File: config.mk
export PLATFORM = sky130hd
export DESIGN_NAME = bcd_updown_counter
export DESIGN_NICKNAME = d
export VERILOG_FILES = /design/src/rtl/bcd_updown_counter.sv
export SDC_FILE = /design/constraint.sdc
export NUM_CORES = 1
export LEC_CHECK = 0
export ABC_AREA = 1
export CAP_MARGIN = 20
export CORE_MARGIN = 2
export CORE_UTILIZATION = 40
export DETAILED_ROUTE_END_ITERATION = 10
export DONT_BUFFER_PORTS = 1
export PLACE_DENSITY = 0.57
export SYNTH_ARGS = -nofsm -noshare
export SYNTH_HDL_FRONTEND = slang
export SYNTH_SLANG_ARGS = --single-unit
File: constraint.sdc
create_clock -name Clk -period 2 [get_ports Clk]
set_input_delay 0.4 -clock Clk [delete_from_list [all_inputs] [get_ports Clk]]
set_output_delay 0.4 -clock Clk [all_outputs]
set_load 0.005 [all_outputs]
File: src/rtl/bcd_updown_counter.sv
// ============================================================================
// bcd_updown_counter
// ----------------------------------------------------------------------------
// Multi-digit BCD up/down counter with count enable, parallel load, a
// registered terminal-count pulse and a registered illegal-load pulse.
// The count range is 0 .. 10^DIGITS - 1, one BCD digit per nibble, with
// digit 0 in the least significant nibble.
//
// Edge priority, highest first: Rst low, Load, En, hold.
//
// Parameters
//   DIGITS   number of cascaded BCD digits (default 2)
//
// Ports
//   Clk      in   1          rising-edge clock
//   Rst      in   1          synchronous reset, active low
//   En       in   1          count enable, one step per enabled edge
//   Up       in   1          direction: 1 = increment, 0 = decrement
//   Load     in   1          parallel load request
//   D        in   4*DIGITS   load value, BCD
//   Q        out  4*DIGITS   current count, BCD
//   Tc       out  1          terminal-count pulse (registered)
//   LoadErr  out  1          pulse when a load carried a non-BCD digit
//
// Build option
//   BCD_SATURATE_EN  when defined, the count pins at all-9s (up) or all-0s
//                    (down) instead of wrapping; Tc is high for every enabled
//                    edge spent pinned at the limit in the counting direction.
//                    When undefined, the count wraps and Tc marks the wrap.
// ============================================================================
module bcd_updown_counter #(
    parameter int DIGITS = 2
) (
    input  logic                  Clk,
    input  logic                  Rst,
    input  logic                  En,
    input  logic                  Up,
    input  logic                  Load,
    input  logic [4*DIGITS-1:0]   D,
    output logic [4*DIGITS-1:0]   Q,
    output logic                  Tc,
    output logic                  LoadErr
);

    localparam int W = 4 * DIGITS;

    // ------------------------------------------------------------------------
    // State and next-state signals
    // ------------------------------------------------------------------------
    logic [W-1:0]      q_reg;
    logic [W-1:0]      q_next;
    logic              tc_reg;
    logic              tc_next;
    logic              load_err_reg;
    logic              load_err_next;

    // Per-digit candidates for a one-step increment and decrement
    logic [W-1:0]      inc_val;
    logic [W-1:0]      dec_val;

    // Per-digit flags
    logic [DIGITS-1:0] digit_nine;    // current digit is 9
    logic [DIGITS-1:0] digit_zero;    // current digit is 0
    logic [DIGITS-1:0] d_legal;       // load digit is a valid BCD digit

    logic              load_ok;
    logic              at_max;
    logic              at_min;

    // ------------------------------------------------------------------------
    // Digit chain
    // ------------------------------------------------------------------------
    // Each digit steps only when every lower digit is at its limit (9 going
    // up, 0 going down). The carry/borrow into digit i is computed as an AND
    // over the lower digit flags with a mask, so no signal feeds back into
    // itself along the chain.
    generate
        for (genvar i = 0; i < DIGITS; i++) begin : g_digit
            localparam logic [DIGITS-1:0] LOWER_MASK =
                {DIGITS{1'b1}} >> (DIGITS - i);

            logic [3:0] cur;
            logic [3:0] din;
            logic [3:0] inc_d;
            logic [3:0] dec_d;
            logic       carry_in;
            logic       borrow_in;

            assign cur = q_reg[4*i +: 4];
            assign din = D[4*i +: 4];

            assign digit_nine[i] = (cur == 4'd9);
            assign digit_zero[i] = (cur == 4'd0);
            assign d_legal[i]    = (din <= 4'd9);

            // Digit 0 always receives the step (empty mask -> all ones).
            assign carry_in  = &(digit_nine | ~LOWER_MASK);
            assign borrow_in = &(digit_zero | ~LOWER_MASK);

            // NOTE: every variable written in always_comb gets a default
            // first, so no path leaves it unassigned and no latch is inferred.
            always_comb begin
                inc_d = cur;
                dec_d = cur;
                if (carry_in) begin
                    inc_d = (cur == 4'd9) ? 4'd0 : cur + 4'd1;
                end
                if (borrow_in) begin
                    dec_d = (cur == 4'd0) ? 4'd9 : cur - 4'd1;
                end
            end

            assign inc_val[4*i +: 4] = inc_d;
            assign dec_val[4*i +: 4] = dec_d;

            // A digit outside 0..9 is unreachable from reset and legal loads.
            assert property (@(posedge Clk) disable iff (!Rst) cur <= 4'd9)
                else $error("non-BCD digit %0d in Q", i);
        end
    endgenerate

    // The whole count sits at a limit when every digit does.
    assign at_max  = &digit_nine;
    assign at_min  = &digit_zero;

    // A load is all-or-nothing: a single bad digit rejects the whole word.
    assign load_ok = &d_legal;

    // ------------------------------------------------------------------------
    // Next-state logic
    // ------------------------------------------------------------------------
    always_comb begin
        q_next        = q_reg;
        tc_next       = 1'b0;
        load_err_next = 1'b0;

        if (Load) begin
            // En is ignored on a load cycle, legal or not.
            if (load_ok) begin
                q_next = D;
            end else begin
                load_err_next = 1'b1;
            end
        end else if (En) begin
            if (Up) begin
                // inc_val is already all zeros when the count is all 9s.
                q_next  = inc_val;
                tc_next = at_max;
`ifdef BCD_SATURATE_EN
                if (at_max) begin
                    q_next = q_reg;
                end
`endif
            end else begin
                // dec_val is already all 9s when the count is all zeros.
                q_next  = dec_val;
                tc_next = at_min;
`ifdef BCD_SATURATE_EN
                if (at_min) begin
                    q_next = q_reg;
                end
`endif
            end
        end
    end

    // ------------------------------------------------------------------------
    // State registers
    // ------------------------------------------------------------------------
    // NOTE: sequential state is updated with non-blocking assignments so all
    // registers sample the same pre-edge values regardless of statement order.
    always_ff @(posedge Clk) begin
        if (!Rst) begin
            q_reg        <= '0;
            tc_reg       <= 1'b0;
            load_err_reg <= 1'b0;
        end else begin
            q_reg        <= q_next;
            tc_reg       <= tc_next;
            load_err_reg <= load_err_next;
        end
    end

    // Tc comes only from counting and LoadErr only from loading, and the two
    // are mutually exclusive by priority.
    assert property (@(posedge Clk) !(tc_reg && load_err_reg))
        else $error("Tc and LoadErr high together");

    // ------------------------------------------------------------------------
    // Outputs: straight from registers, no combinational input-to-output path
    // ------------------------------------------------------------------------
    assign Q       = q_reg;
    assign Tc      = tc_reg;
    assign LoadErr = load_err_reg;

endmodule

[After elaboration in Yosys (flattened, before gate mapping)]
Index checks and enable logic that the tools add are counted.
Storage, ports and cells
  flip-flop bits (word level): 10
  bits in latches: 0
  RAM bits: 0
  ROM bits: 0
  input port bits: 13
  memories: 0
Operators by class
  $add $sub $neg: 4
  multipliers: 0
  div/mod/pow operators: 0
  order comparisons: 2
  equal/unequal tests: 4
  shifts and indexed selects: 0
  muxes and demuxes: 12
  bitwise operators: 2
  reduce and logical (&&, ||, !) cells: 11
Operator list (count)
  2-to-1 mux 8 bit: 4
  2-to-1 mux 4 bit: 6
  AND reduction 2 bit: 5
  adder 4 x 1 -> 4 bit, second input constant: 2
  == test 4 bit, second input constant: 2
  <= comparator 4 bit, second input constant: 2
  zero test 4 bit: 2
  subtractor 4 x 1 -> 4 bit, second input constant: 2
  AND reduction 4 bit: 1
  != test 3 x 1 -> 1 bit, second input constant: 1
  nonzero test 3 bit: 1
  OR reduction 3 bit: 1
  2-to-1 mux 1 bit: 2
  != test 2 x 1 -> 1 bit, second input constant: 1
  inverter 1 bit: 2
  nonzero test 2 bit: 1

[Depth between registers and ports, before layout]
  word-level depth: 6
  gate-level depth with buffers: 9

[Least setup slack after synthesis]
Ideal clock, no wire load.
  kind: input port to flip-flop
  start: input port D[1]
  end: register q_reg[1] (netlist: Q[1])
  library setup time: 117 ps
  arrival time: 1009 ps
  slack: 874 ps
  stages: 8
  buffers on the path: 0
  cells stage by stage: inv_1 -> nand2_1 -> nand2_2 -> nand2_2 -> nor2_4 -> o21ai_0 -> nor2_1 -> nor2_1
Between the ends
  word-level cells in the longest chain between the ends: 4
Ends and longest elaborated chain
  start, declared: RTL line 39  | input logic [4*DIGITS-1:0] D,
  <= comparator 4 bit: RTL line 94  | assign d_legal[i] = (din <= 4'd9);
  AND reduction 2 bit: RTL line 127  | assign load_ok = &d_legal;
  != test 2 x 1 -> 1 bit (no source line)
  AND reduction 2 bit (no source line)
  end signal, assigned: RTL line 178  | q_reg <= q_next;
  end, declared: RTL line 50  | logic [W-1:0] q_reg;
Parallel ways exist; a longest one is shown, timed or not. The select of a mux whose other input is x is not followed.
A chain may end at the register's enable or synchronous reset.

[Worst setup path in the final report]
  start: register q_reg[6] (netlist: Q[6])
  end: register q_reg[7] (netlist: Q[7])
Between the ends
  word-level cells in the longest chain between the ends: 6
Ends and longest elaborated chain
  subtractor 4 x 1 -> 4 bit, or another cell as far along: RTL line 109  | dec_d = (cur == 4'd0) ? 4'd9 : cur - 4'd1;
  2-to-1 mux 4 bit (on tied branches): RTL line 109, 106
  2-to-1 mux 4 bit (on tied branches): RTL line 108, 105
  2-to-1 mux 8 bit (*): RTL line 145  | if (Up) begin
  2-to-1 mux 8 bit (*): RTL line 144  | end else if (En) begin
  2-to-1 mux 8 bit (*): RTL line 137  | if (Load) begin
Every way passes the cells marked *; elsewhere a longest branch is shown, timed or not. The select of a mux whose other input is x is not followed.

==> qor.txt <==
Die Ht: 50.0 um
Slew margin rel.: 78.3%
Post-synthesis average cell area: 5.72 um^2
Yosys synthesis warning count: 0
Hpwl dp: 1.69 mm
CP Capture Point: Q[7]
Slew @ Worst Pin: 325 ps
Register-to-Register Path Depth: 8
Setup TNS: 0 ps
Fmax: 798 MHz
Synth Net Count: 161
Worst Setup End Kind: flop
Die Footprint: 2500 um^2
Commonest non-fill, non-tap cells in the layout: nand2_1 (48), nor2_1 (20), inv_1 (18)
CTS max path bufs: 2
WL final: 2.11 mm
Post-Syn Area: 847 um^2
Crit path kind: flop to flop
Register area share after synthesis: 23.6%
DRC violations left: 0
N_diodes: 0
Gpl congestion: 0.924
H-tree level count: 1
Area delta synth->final: 5.17%
CP delay by family, top: simple AND/OR/NAND/NOR gates
Die X-Extent: 50.0 um
Num CTS Buffers: 3
Skew final: 1.76 ps
Total Power: 579 uW
Share of layout cells above drive strength 1: 12.1%
Outcome: finished clean
# setup viols final: 0
Total iterations of the first detailed-routing run: 4
Worst path depth: 8
Lkg Pwr: 0.451 nW
Initial antenna violation count: 0
Clk pwr share: 25.1%
Routed length per instance: 12.0 um
CP max stage cell: dfxtp_1
Setup bufs post-CTS: 0
Syn Inst Count: 148
Crit path top cell by count: nor2_1
Vias per cell: 5.15
Crit path time final: 1250 ps
# IOs: 23
Sequential share of power: 43.6%
RSZ-0062 raised after global routing: no
Number of synthesized register bits: 10
Maximum number of pins on one net before global-route repair: 14
Hold path cells: 2
Worst min path class: primary input to flop
Total global-route track usage: 19.1%
WP data arrival: 1430 ps
Clock Tree Root: clkbuf_4
Reg-to-Reg Start: Q[6]
Global-route wire length before repair: 3.62 mm
Worst-skew pair later-pin latency: 270 ps
# port buffers: 0
Crit path from: Q[6]
Most common cell after layout, fill and taps aside: nand2_1
VDD IR max: 0.443 mV
Clock transition at path regs: 70 ps
Total number of vias: 906
Hold Vio Cnt, Final: 0
DR iter-0 viols: 22
Yosys top cell by area: dfxtp_1
Synth top area share: 23.6%
Post-synth top flop: dfxtp_1
Hold buffers post-CTS: 0
Share of the cycle needed by the critical path after routing: 62.7%
Logic pwr share: 31.3%
Worst path required time: 2170 ps
Number of core rows: 16
P per Cell Area: 650 nW/um^2
Worst reg2reg endpoint: Q[7]
Switching Share: 39.0%
Slew Limit Fails: 0
Core area: 1980 um^2
Initial core utilization: 42.7%
Slowest stage delay, CP: 350 ps
Net Sw Power: 226 uW
Internal Pwr Total: 353 uW
Vias in the first global route: 845
Element type at the critical path start: flop
Flop-to-flop setup slack: 750 ps
Fin Hold WS: 241 ps
Max-cap violation count: 0
Area contributors post-synth: dfxtp_1 (24%), nand2_1 (21%), nor2_1 (8.9%)
Critical path buffers and inverters: 1
Clk sinks: 10
DRT antenna net count: 0
Post-synthesis cell type count: 20
TritonCTS clock tree: yes
Post-layout nets: 164
Asr flop ratio synth: 0%
Worst-path cell chain: inv_1 -> nand2_1 -> nor2_1 -> nor2_1 -> nand2_1 -> nand3_1 -> nor2_1 -> nor2_1
CP Max Fanout: 8
EDFF count, synth: 0
PostCTS Resize Cnt: 0
Grt total ovfl: 0
==> final cells by class <==
type,count,area (um^2)
Tap cell,27,33.8
Fill cell,216,1090
Inverter,20,75.1
Clock buffer,3,22.5
Multi-Input combinational cell,116,559
Sequential cell,10,200
==> cells by family after synthesis <==
group / after synthesis / share of synthesized area [%]
compound gates: 16 / 10.2
buf+inv: 22 / 10.3
flops: 10 / 23.6
simple gates: 100 / 55.8
==> stage by stage <==
stage	worst slack, ps	util (%)	cells	instance area, um^2
after floorplan	874	-	148	847
after global placement	762	43.8	173	868
after detailed placement	751	43.8	173	868
after CTS	745	44.9	176	891
after global routing	571	44.9	176	891
final	747	44.9	176	891
==> how the worst min path moves through the flow <==
stage / start / slack (ps) / to
CTS: Rst / 240 / Q[6]
global placement: Rst / 530 / Q[5]
detailed placement: Rst / 530 / Q[6]
global route: Rst / 240 / Q[5]
floorplan: Rst / 520 / Q[5]
finish: Rst / 240 / Q[6]
==> layer usage <==
layer | up-vias | wire (um) | track usage, %
li1 | 476 | - | -
met1 | 399 | 1020 | 24.4
met2 | 26 | 900 | 27.2
met3 | 5 | 140 | 6.67
met4 | 0 | 48 | 11.1
met5 | - | 0 | 0
==> power by group through the flow <==
| stage | Sequential [mW] | Clock [mW] | Combinational, mW |
|---|---|---|---|
| 2_1_floorplan | 0.246 | 0 | 0.159 |
| 3_3_place_gp | 0.257 | 0 | 0.181 |
| 3_5_place_dp | 0.257 | 0 | 0.180 |
| 4_1_cts | 0.252 | 0.147 | 0.181 |
| 5_1_grt | 0.257 | 0.155 | 0.212 |
| 6_report | 0.252 | 0.145 | 0.182 |
==> flip-flops by register name, indices dropped and copies added (netlist names) <==
signal / cells
Tc: 1
Q: 8
LoadErr: 1
==> synthesized netlist by cell type (3+ instances only) <==
cell	instances
a21oi_1	6
dfxtp_1	10
inv_1	18
nand2_1	48
nand2_2	3
nand3_1	13
nand4_1	4
nor2_1	20
nor2_2	3
nor2_4	3
o21ai_0	7
(Power assumes the default switching activity.)
